## config.mk

```make
export PLATFORM = sky130hd
export DESIGN_NAME = neopix_tx
export DESIGN_NICKNAME = d
export VERILOG_FILES = /design/src/rtl/neopix_tx.sv
export SDC_FILE = /design/constraint.sdc
export NUM_CORES = 1
export LEC_CHECK = 0
export BUFFER_PORTS_ARGS = -buffer_cell sky130_fd_sc_hd__buf_2
export CORE_UTILIZATION = 53
export DETAILED_ROUTE_END_ITERATION = 7
export PLACE_DENSITY = 0.69
export SETUP_SLACK_MARGIN = 0.1
export SLEW_MARGIN = 15
export SYNTH_ARGS = -nofsm -noshare
export SYNTH_HDL_FRONTEND = slang
export SYNTH_SLANG_ARGS = --single-unit
```

## constraint.sdc

```tcl
create_clock -name clk -period 3.3 [get_ports clk]
set_clock_uncertainty 0.2 [all_clocks]
set_input_delay 0 -clock clk [delete_from_list [all_inputs] [get_ports clk]]
set_output_delay 0 -clock clk [all_outputs]
set_load 0.02 [all_outputs]
```

## src/rtl/neopix_tx.sv

```systemverilog
// WS2812 serial transmitter: an AW-deep byte FIFO feeding a HIGH/LOW bit-timing FSM with LATCH reset gaps.
// Latency: a byte strobed at edge N into an empty FIFO while idle drives do_out high from edge N+2.
// Backpressure: none upstream. A byte that arrives with the FIFO full and no pop is dropped and sets sticky overflow.
// Optional macro NEOPIX_OUT_INVERT_EN complements the pin, including its reset and idle level, for inverting level shifters.
module neopix_tx #(
    parameter int T0H  = 20,
    parameter int T1H  = 40,
    parameter int TBIT = 63,
    parameter int TRST = 2500,
    parameter int AW   = 4
) (
    input  logic       clk,
    input  logic       rst,
    input  logic [7:0] rx_data,
    input  logic       rx_valid,
    input  logic       frame_end,
    output logic       do_out,
    output logic       busy,
    output logic       overflow
);

    typedef enum logic [1:0] {
        IDLE  = 2'd0,
        HIGH  = 2'd1,
        LOW   = 2'd2,
        LATCH = 2'd3
    } state_t;

`ifdef NEOPIX_OUT_INVERT_EN
    localparam logic OUT_INV = 1'b1;
`else
    localparam logic OUT_INV = 1'b0;
`endif

    localparam int CW = $clog2(((TRST > TBIT) ? TRST : TBIT) + 1);
    localparam logic [CW-1:0] T0H_END  = CW'(T0H - 1);
    localparam logic [CW-1:0] T1H_END  = CW'(T1H - 1);
    localparam logic [CW-1:0] L0_END   = CW'(TBIT - T0H - 1);
    localparam logic [CW-1:0] L1_END   = CW'(TBIT - T1H - 1);
    localparam logic [CW-1:0] TRST_END = CW'(TRST - 1);

    // Byte FIFO: the pointers carry one extra wrap bit so that full and empty can be told apart.
    logic [AW:0] wr_ptr;
    logic [AW:0] rd_ptr;
    logic [7:0]  mem [2**AW];
    logic        full;
    logic        empty;
    logic        wr_en;
    logic        pop;
    logic [7:0]  rd_dat;

    assign empty  = (wr_ptr == rd_ptr);
    assign full   = (wr_ptr[AW] != rd_ptr[AW]) && (wr_ptr[AW-1:0] == rd_ptr[AW-1:0]);
    assign rd_dat = mem[rd_ptr[AW-1:0]];
    assign wr_en  = rx_valid && (!full || pop);

    always_ff @(posedge clk or posedge rst) begin
        if (rst) begin
            wr_ptr <= '0;
            rd_ptr <= '0;
        end else begin
            if (wr_en) wr_ptr <= wr_ptr + {{AW{1'b0}}, 1'b1};
            if (pop)   rd_ptr <= rd_ptr + {{AW{1'b0}}, 1'b1};
        end
    end

    always_ff @(posedge clk) begin
        if (wr_en) mem[wr_ptr[AW-1:0]] <= rx_data;
    end

    state_t        state;
    state_t        state_nxt;
    logic [CW-1:0] cnt;
    logic [CW-1:0] cnt_nxt;
    logic [7:0]    shreg;
    logic [7:0]    shreg_nxt;
    logic [2:0]    bit_idx;
    logic [2:0]    bit_nxt;
    logic          latch_pend;
    logic          latch_clr;
    logic [CW-1:0] hi_end;
    logic [CW-1:0] lo_end;

    assign hi_end = shreg[7] ? T1H_END : T0H_END;
    assign lo_end = shreg[7] ? L1_END  : L0_END;

    always_comb begin
        state_nxt = state;
        cnt_nxt   = cnt + CW'(1);
        shreg_nxt = shreg;
        bit_nxt   = bit_idx;
        pop       = 1'b0;
        latch_clr = 1'b0;
        case (state)
            IDLE: begin
                cnt_nxt = '0;
                if (!empty) begin
                    pop       = 1'b1;
                    shreg_nxt = rd_dat;
                    bit_nxt   = 3'd0;
                    state_nxt = HIGH;
                end else if (latch_pend) begin
                    latch_clr = 1'b1;
                    state_nxt = LATCH;
                end
            end
            HIGH: begin
                if (cnt == hi_end) begin
                    cnt_nxt   = '0;
                    state_nxt = LOW;
                end
            end
            LOW: begin
                if (cnt == lo_end) begin
                    cnt_nxt = '0;
                    if (bit_idx != 3'd7) begin
                        shreg_nxt = {shreg[6:0], 1'b0};
                        bit_nxt   = bit_idx + 3'd1;
                        state_nxt = HIGH;
                    end else if (!empty) begin
                        // Reload straight from the FIFO so consecutive bytes leave no gap.
                        pop       = 1'b1;
                        shreg_nxt = rd_dat;
                        bit_nxt   = 3'd0;
                        state_nxt = HIGH;
                    end else begin
                        state_nxt = IDLE;
                    end
                end
            end
            LATCH: begin
                if (cnt == TRST_END) begin
                    cnt_nxt   = '0;
                    state_nxt = IDLE;
                end
            end
            default: begin
                cnt_nxt   = '0;
                state_nxt = IDLE;
            end
        endcase
    end

    // The pending flag drops when LATCH is entered, so a frame_end seen during LATCH queues one more latch.
    always_ff @(posedge clk or posedge rst) begin
        if (rst) begin
            state      <= IDLE;
            cnt        <= '0;
            shreg      <= '0;
            bit_idx    <= '0;
            latch_pend <= 1'b0;
            overflow   <= 1'b0;
            do_out     <= OUT_INV;
        end else begin
            state   <= state_nxt;
            cnt     <= cnt_nxt;
            shreg   <= shreg_nxt;
            bit_idx <= bit_nxt;
            if (frame_end)      latch_pend <= 1'b1;
            else if (latch_clr) latch_pend <= 1'b0;
            if (rx_valid && full && !pop) overflow <= 1'b1;
            do_out <= (state == HIGH) ^ OUT_INV;
        end
    end

    assign busy = (state != IDLE) || !empty;

endmodule

```

==> impl_metrics.py, run 1 <==
metrics = {
    "worst_setup_path": {
        "cp_slowest_stage_delay_ns": 0.50,
        "critical_path_required_ns": 3.18,
        "crit_path_max_fanout": 14,
        "critPathLaunchType": "register",
        "cp-startpoint": "cnt[6]$_DFF_PP0_",
        "arrival_ns": 2.74,
        "critPathCaptureType": "register",
        "r2r_start": "cnt[6]$_DFF_PP0_",
        "path_cells": "nor4_4 > o2111ai_2 > o22ai_2 > o21a_1 > and3_1",
        "crit_slowest_cell": "o21a_1",
        "worstSetupPathType": "register to register",
    },
    "timing": {
        "fin_setup_tns_ns": 0,
        "finalCritPeriodShare_pct": 86.8,
        "setup_violations": 0,
        "finalMaxSlewViolations": 0,
        "fmax_mhz": 349,
        "finalHoldViolCount": 0,
        "worst_slew_pin_slew_ns": 0.826,
        "grt_setup_unrepaired": "no",
        "period_needed_ns": 2.86,
        "worst_slew_margin_rel_pct": 43.5,
    },
    "pwr": {
        "peakVddDrop_mv": 0.451,
        "power.density_nw_per_um2": 830,
        "p_leak_uw": 0.00274,
    },
    "route": {
        "via_per_inst": 5.86,
        "drc": 0,
        "wire_per_inst_microns": 21.1,
        "drtPass1Iterations": 4,
        "vias": 3592,
        "drtIter0Drc": 319,
        "ant_nets": 0,
        "routed_wl_microns": 12900,
    },
    "grt": {
        "grt_max_degree": 36,
        "grt_pass1_vias": 3521,
        "overflow": 0,
        "antenna_found_initial": 0,
        "grt_usage_pct": 21.8,
        "grt_pass1_wl_microns": 20400,
    },
    "cells_and_area": {
        "diodes": 0,
        "drive_gt1_share_pct": 22.2,
        "design_area_sq_um": 7790,
        "nets": 449,
        "area_growth_syn_to_layout_pct": 13.3,
        "fillers": 914,
    },
    "placement": {
        "placed_cell_area_sq_um": 7130,
        "hpwl_microns": 8490,
        "io_buffers": 14,
        "gp_congestion": 0.811,
    },
    "logic_synthesis": {
        "ys_ff_latch": 166,
        "synth-seq-area-share_pct": 69.7,
        "syn_area_per_cell_sq_um": 17.3,
        "netlist_area_sq_um": 6880,
        "yosysUniqueCellTypes": 43,
        "synth_edf_count": 128,
        "synthCells": 398,
        "dominantRegCellSynth": "edfxtp_1",
        "ys_async_sr_fraction_pct": 22.9,
        "syn_nets": 419,
        "yosys_warnings": 0,
    },
    "floorplanning": {
        "start_util_pct": 54.5,
        "core_area_sq_um": 12600,
        "rows": 41,
        "dieArea_sq_um": 13400,
        "dieWidth_microns": 116,
        "die_y_microns": 116,
        "num_io_pins": 15,
    },
    "outcome": {
        "outcome": "complete, no violations",
    },
    "clock_tree": {
        "cts_setup_buffers": 0,
        "clkTransAtPathRegs_ns": 0.06,
        "htree_num_levels": 4,
        "cts-buffers-inserted": 17,
        "clock_sinks": 166,
        "cts_tree": "yes",
        "cts_root_buf": "clkbuf_16",
        "clk_path_buf_depth": 2,
        "clk_latency_ns": 0.42,
    },
    "hold_path": {
        "hold_path.class": "input port to asynchronous set/reset pin",
    },
    "flow_run": {
        "maxCapViolCount": 0,
    },
}
-- worst paths after layout --
path | slack [ns] | to | cells past startpoint
max | 0.44 | mem[2][5]$_DFFE_PP_ | 5
min | 0.03 | cnt[10]$_DFF_PP0_ | 3
max reg2reg | 0.44 | mem[2][5]$_DFFE_PP_ | 5
min reg2reg | 0.26 | overflow$_DFFE_PP0P_ | 1
max in group asynchronous | 2.09 | rd_ptr[0]$_DFFE_PP0N_ | 4
min in group clk | 0.10 | latch_pend$_DFFE_PP0P_ | 3
-- cell usage in the layout (no fill, tap or decap), types with 9 or more instances in the layout --
cell type | netlist | layout
o211ai_1 | 11 | 11
nor2_1 | 21 | 21
o22ai_1 | 16 | 16
and3_1 | 17 | 17
edfxtp_1 | 128 | 128
dlygate4sd3_1 | 0 | 11
buf_2 | 9 | 14
xnor2_1 | 16 | 16
inv_1 | 13 | 13
clkbuf_16 | 0 | 17
ha_1 | 9 | 9
dfrtp_1 | 38 | 37
mux4_2 | 33 | 33
-- timing repair --
item,4_1_cts,5_1_grt
gates resized for setup,0,0
hold buffers,11,0
hold endpoints to repair,149,0
-- through the flow --
stage	std cells	power, uW	setup slack (ns)	hold WS [ns]	util [%]
after floorplan	398	4160	0.698	-0.108	-
after global placement	570	4620	0.494	-0.0580	56.5
after detailed placement	570	4650	0.430	-0.0398	56.5
after CTS	613	6510	0.407	0.0583	61.8
after global routing	613	6790	0.210	0.104	61.8
final	613	6470	0.437	0.0320	61.8
-- metal layers --
layer	up-vias	wire length, microns	share of wire [%]	track usage [%]
met5	-	0	0	0
met4	0	190	1.5	8.72
met3	15	737	5.7	4.39
met2	120	6100	47	32.2
met1	1826	5920	46	32.0
li1	1631	-	-	-
-- registers in the layout (all words and copies together), names as in the netlist --
register,flops
mem,128
cnt,12
shreg,8
rd_ptr,5
wr_ptr,5
bit_idx,3
state,2
do_out,1
latch_pend,1
overflow,1
-- report_power, final --
group | leakage, uW | internal, uW | switching [uW]
clock | 0.000272 | 1040 | 819
sequential | 0.00163 | 2570 | 214
combinational | 0.000846 | 845 | 973
total | 0.00274 | 4460 | 2010
-- cell usage after synthesis (all sizes together), types with 8 or more instances --
cell	n	area (sq um)
buf	11	60.1
nand2	8	30.0
nand3	8	40.0
inv	13	48.8
nor2	21	78.8
xnor2	16	140
ha	9	113
dfrtp	38	951
o22ai	17	113
mux4	33	743
edfxtp	128	3840
o211ai	11	82.6
and3	17	106
clkbuf	9	33.8
-- critical path, delay by kind of cell, from the launching register on --
kind,cells,cell delay [ns]
DFF,1,0.44
and+or+nand+nor,2,0.80
AOI/OAI and AO/OA,3,1.08
-- final cells by class --
type,count,area (sq um),share of cell area (%)
Tap cell,172,215,2.76
Sequential cell,166,4800,61.5
Inverter,13,48.8,0.626
Multi-Input combinational cell,199,1940,24.9
Timing Repair Buffer,31,238,3.05
Clock buffer,18,429,5.51
Clock inverter,14,128,1.64
-- cell families (layout without fill, tap and decap cells) --
logic type,after synthesis,in the layout,share of synthesized area [%]
flip-flops,166,166,69.7
AND/OR/NAND/NOR,81,81,6.64
AO/OA/AOI/OAI,50,50,5.73
multiplexers,36,36,11.3
buffers and inverters,33,76,2.07
XOR/XNOR,23,23,2.93
adder cells (fa/ha/maj),9,9,1.64
No activity file was read; power rests on OpenSTA's default activity.
==> run 2: changes to the inputs <==
--- a/config.mk
+++ b/config.mk
@@ -8,7 +8,10 @@
 export BUFFER_PORTS_ARGS = -buffer_cell sky130_fd_sc_hd__buf_2
 export CORE_UTILIZATION = 53
 export DETAILED_ROUTE_END_ITERATION = 7
+export GPL_TIMING_DRIVEN = 0
+export HOLD_SLACK_MARGIN = 0.05
 export PLACE_DENSITY = 0.69
+export REMOVE_ABC_BUFFERS = 1
 export SETUP_SLACK_MARGIN = 0.1
 export SLEW_MARGIN = 15
 export SYNTH_ARGS = -nofsm -noshare
==> impl_metrics.py, run 2 (synthesis results as in run 1) <==
metrics = {
    "pwr": {
        "p_leak_uw": 0.00274,
        "peakVddDrop_mv": 0.456,
        "power.density_nw_per_um2": 834,
    },
    "cells_and_area": {
        "final_cells": 610,
        "diodes": 0,
        "nets": 447,
        "drive_gt1_share_pct": 23.7,
        "fin_util_pct": 62.2,
        "final_cell_mix": "edfxtp_1 (128), dfrtp_1 (35), mux4_2 (33)",
        "area_growth_syn_to_layout_pct": 14.2,
        "final_common_cell": "edfxtp_1",
        "largest_reg_flops": 128,
    },
    "placement": {
        "hpwl_microns": 8020,
        "dp.cells": 566,
        "io_buffers": 14,
        "gp_congestion": 0.765,
    },
    "clock_tree": {
        "clk_path_buf_depth": 2,
        "clk_latency_ns": 0.43,
        "cts_tree": "yes",
        "clkTransAtPathRegs_ns": 0.06,
        "clock_sinks": 166,
        "cts_root_buf": "clkbuf_16",
        "htree_num_levels": 4,
        "cts-buffers-inserted": 17,
    },
    "worst_setup_path": {
        "worstSetupPathType": "register to register",
        "crit_path_max_fanout": 17,
        "arrival_ns": 2.94,
        "critPathLaunchType": "register",
        "critPathCaptureType": "register",
        "critical_path_required_ns": 3.16,
    },
    "timing": {
        "worst_slew_margin_rel_pct": 40.0,
        "finalMaxSlewViolations": 0,
        "finalHoldViolCount": 0,
        "setup_violations": 0,
        "grt_setup_unrepaired": "no",
        "fmax_mhz": 324,
        "period_needed_ns": 3.08,
        "finalCritPeriodShare_pct": 93.4,
        "worst_slew_pin_slew_ns": 0.898,
    },
    "floorplanning": {
        "core_area_sq_um": 12600,
        "start_util_pct": 54.5,
        "die_y_microns": 116,
        "num_io_pins": 15,
        "dieArea_sq_um": 13400,
        "dieWidth_microns": 116,
        "rows": 41,
    },
    "route": {
        "vias": 3553,
        "wl_met2_microns": 6640,
        "routed_wl_microns": 12900,
        "drc": 0,
        "wire_per_inst_microns": 21.2,
        "drtIter0Drc": 279,
        "met1_length_microns": 5550,
        "highest_layer": "met4",
        "via_per_inst": 5.82,
        "dr_wl_met3_microns": 524,
        "ant_nets": 0,
        "drtPass1Iterations": 5,
    },
    "grt": {
        "grt_usage_pct": 21.7,
        "grt_max_degree": 37,
        "antenna_found_initial": 0,
        "grt_pass1_wl_microns": 20300,
        "overflow": 0,
        "grt_pass1_vias": 3624,
    },
    "flow_run": {
        "maxCapViolCount": 0,
    },
    "hold_path": {
        "hold_path.class": "input port to register",
    },
    "outcome": {
        "outcome": "complete, no violations",
    },
}
[run 2: changes by cell type in the layout (fill, tap and decap cells not counted), moves of 3 or more]
cell	previous run	this run
buf_4	5	1
and3_2	0	5
clkinv_4	5	2
and3_1	17	12
[run 2: routing by layer]
| metal | vias up | track usage, % |
|---|---|---|
| li1 | 1626 | - |
| met2 | 90 | 35.7 |
| met3 | 22 | 5.60 |
| met4 | 0 | 7.18 |
| met5 | - | 0 |
| met1 | 1815 | 28.5 |
[run 2: worst paths after layout]
check,from,end,slack [ns],cells after the start
setup / recovery,cnt[6]$_DFF_PP0_,mem[1][7]$_DFFE_PP_,0.22,5
hold / removal,frame_end,latch_pend$_DFFE_PP0P_,0.14,3
setup reg to reg,cnt[6]$_DFF_PP0_,mem[1][7]$_DFFE_PP_,0.22,5
hold reg to reg,wr_ptr[4]$_DFFE_PP0P_,wr_ptr[4]$_DFFE_PP0P_,0.29,1
max in group asynchronous,rst,rd_ptr[0]$_DFFE_PP0N_,1.99,5
min in group asynchronous,rst,cnt[7]$_DFF_PP0_,0.44,4
[run 2: cell type report]
type | count | area [sq um]
multi-input cells | 199 | 1960
flip-flops and latches | 166 | 4800
well taps | 172 | 215
clock inverters | 12 | 153
repair buffers | 29 | 238
fillers | 915 | 4770
clock buffers | 19 | 433
inverters | 13 | 48.8
[run 2: worst max-delay path: stages, from the launching register on]
cell and delay, ns:
dfrtp_1 0.45, nor4_4 0.32, o2111ai_2 0.28, o22ai_4 0.48
o21a_1 0.43, and3_1 0.55
[run 2: stage by stage]
| stage | hold slack, ns | setup slack (ns) | total power [uW] | setup TNS [ns] | cell area (sq um) |
|---|---|---|---|---|---|
| 2_1_floorplan | -0.108 | -0.0887 | 4090 | -0.709 | 6780 |
| 3_3_place_gp | -0.0201 | -1.52 | 4530 | -115.46 | 7070 |
| 3_5_place_dp | -0.209 | -0.132 | 4580 | -1.63 | 7110 |
| 4_1_cts | 0.123 | 0.105 | 6560 | 0 | 7820 |
| 5_1_grt | 0.140 | 0.103 | 6850 | 0 | 7850 |
| 6_report | 0.138 | 0.218 | 6550 | 0 | 7850 |
[run 2: report_power, final]
group / switching [uW] / internal, uW / leakage [uW]
registers: 402 / 2580 / 0.00163
clock network: 773 / 1180 / 0.000279
logic: 781 / 829 / 0.000840
total: 1960 / 4590 / 0.00274
[run 2: repair_timing]
item,CTS,global route
resized for setup,3,7
hold endpoints to repair,172,0
hold buffers,12,0
setup endpoints to repair,109,117
buffers inserted,0,1
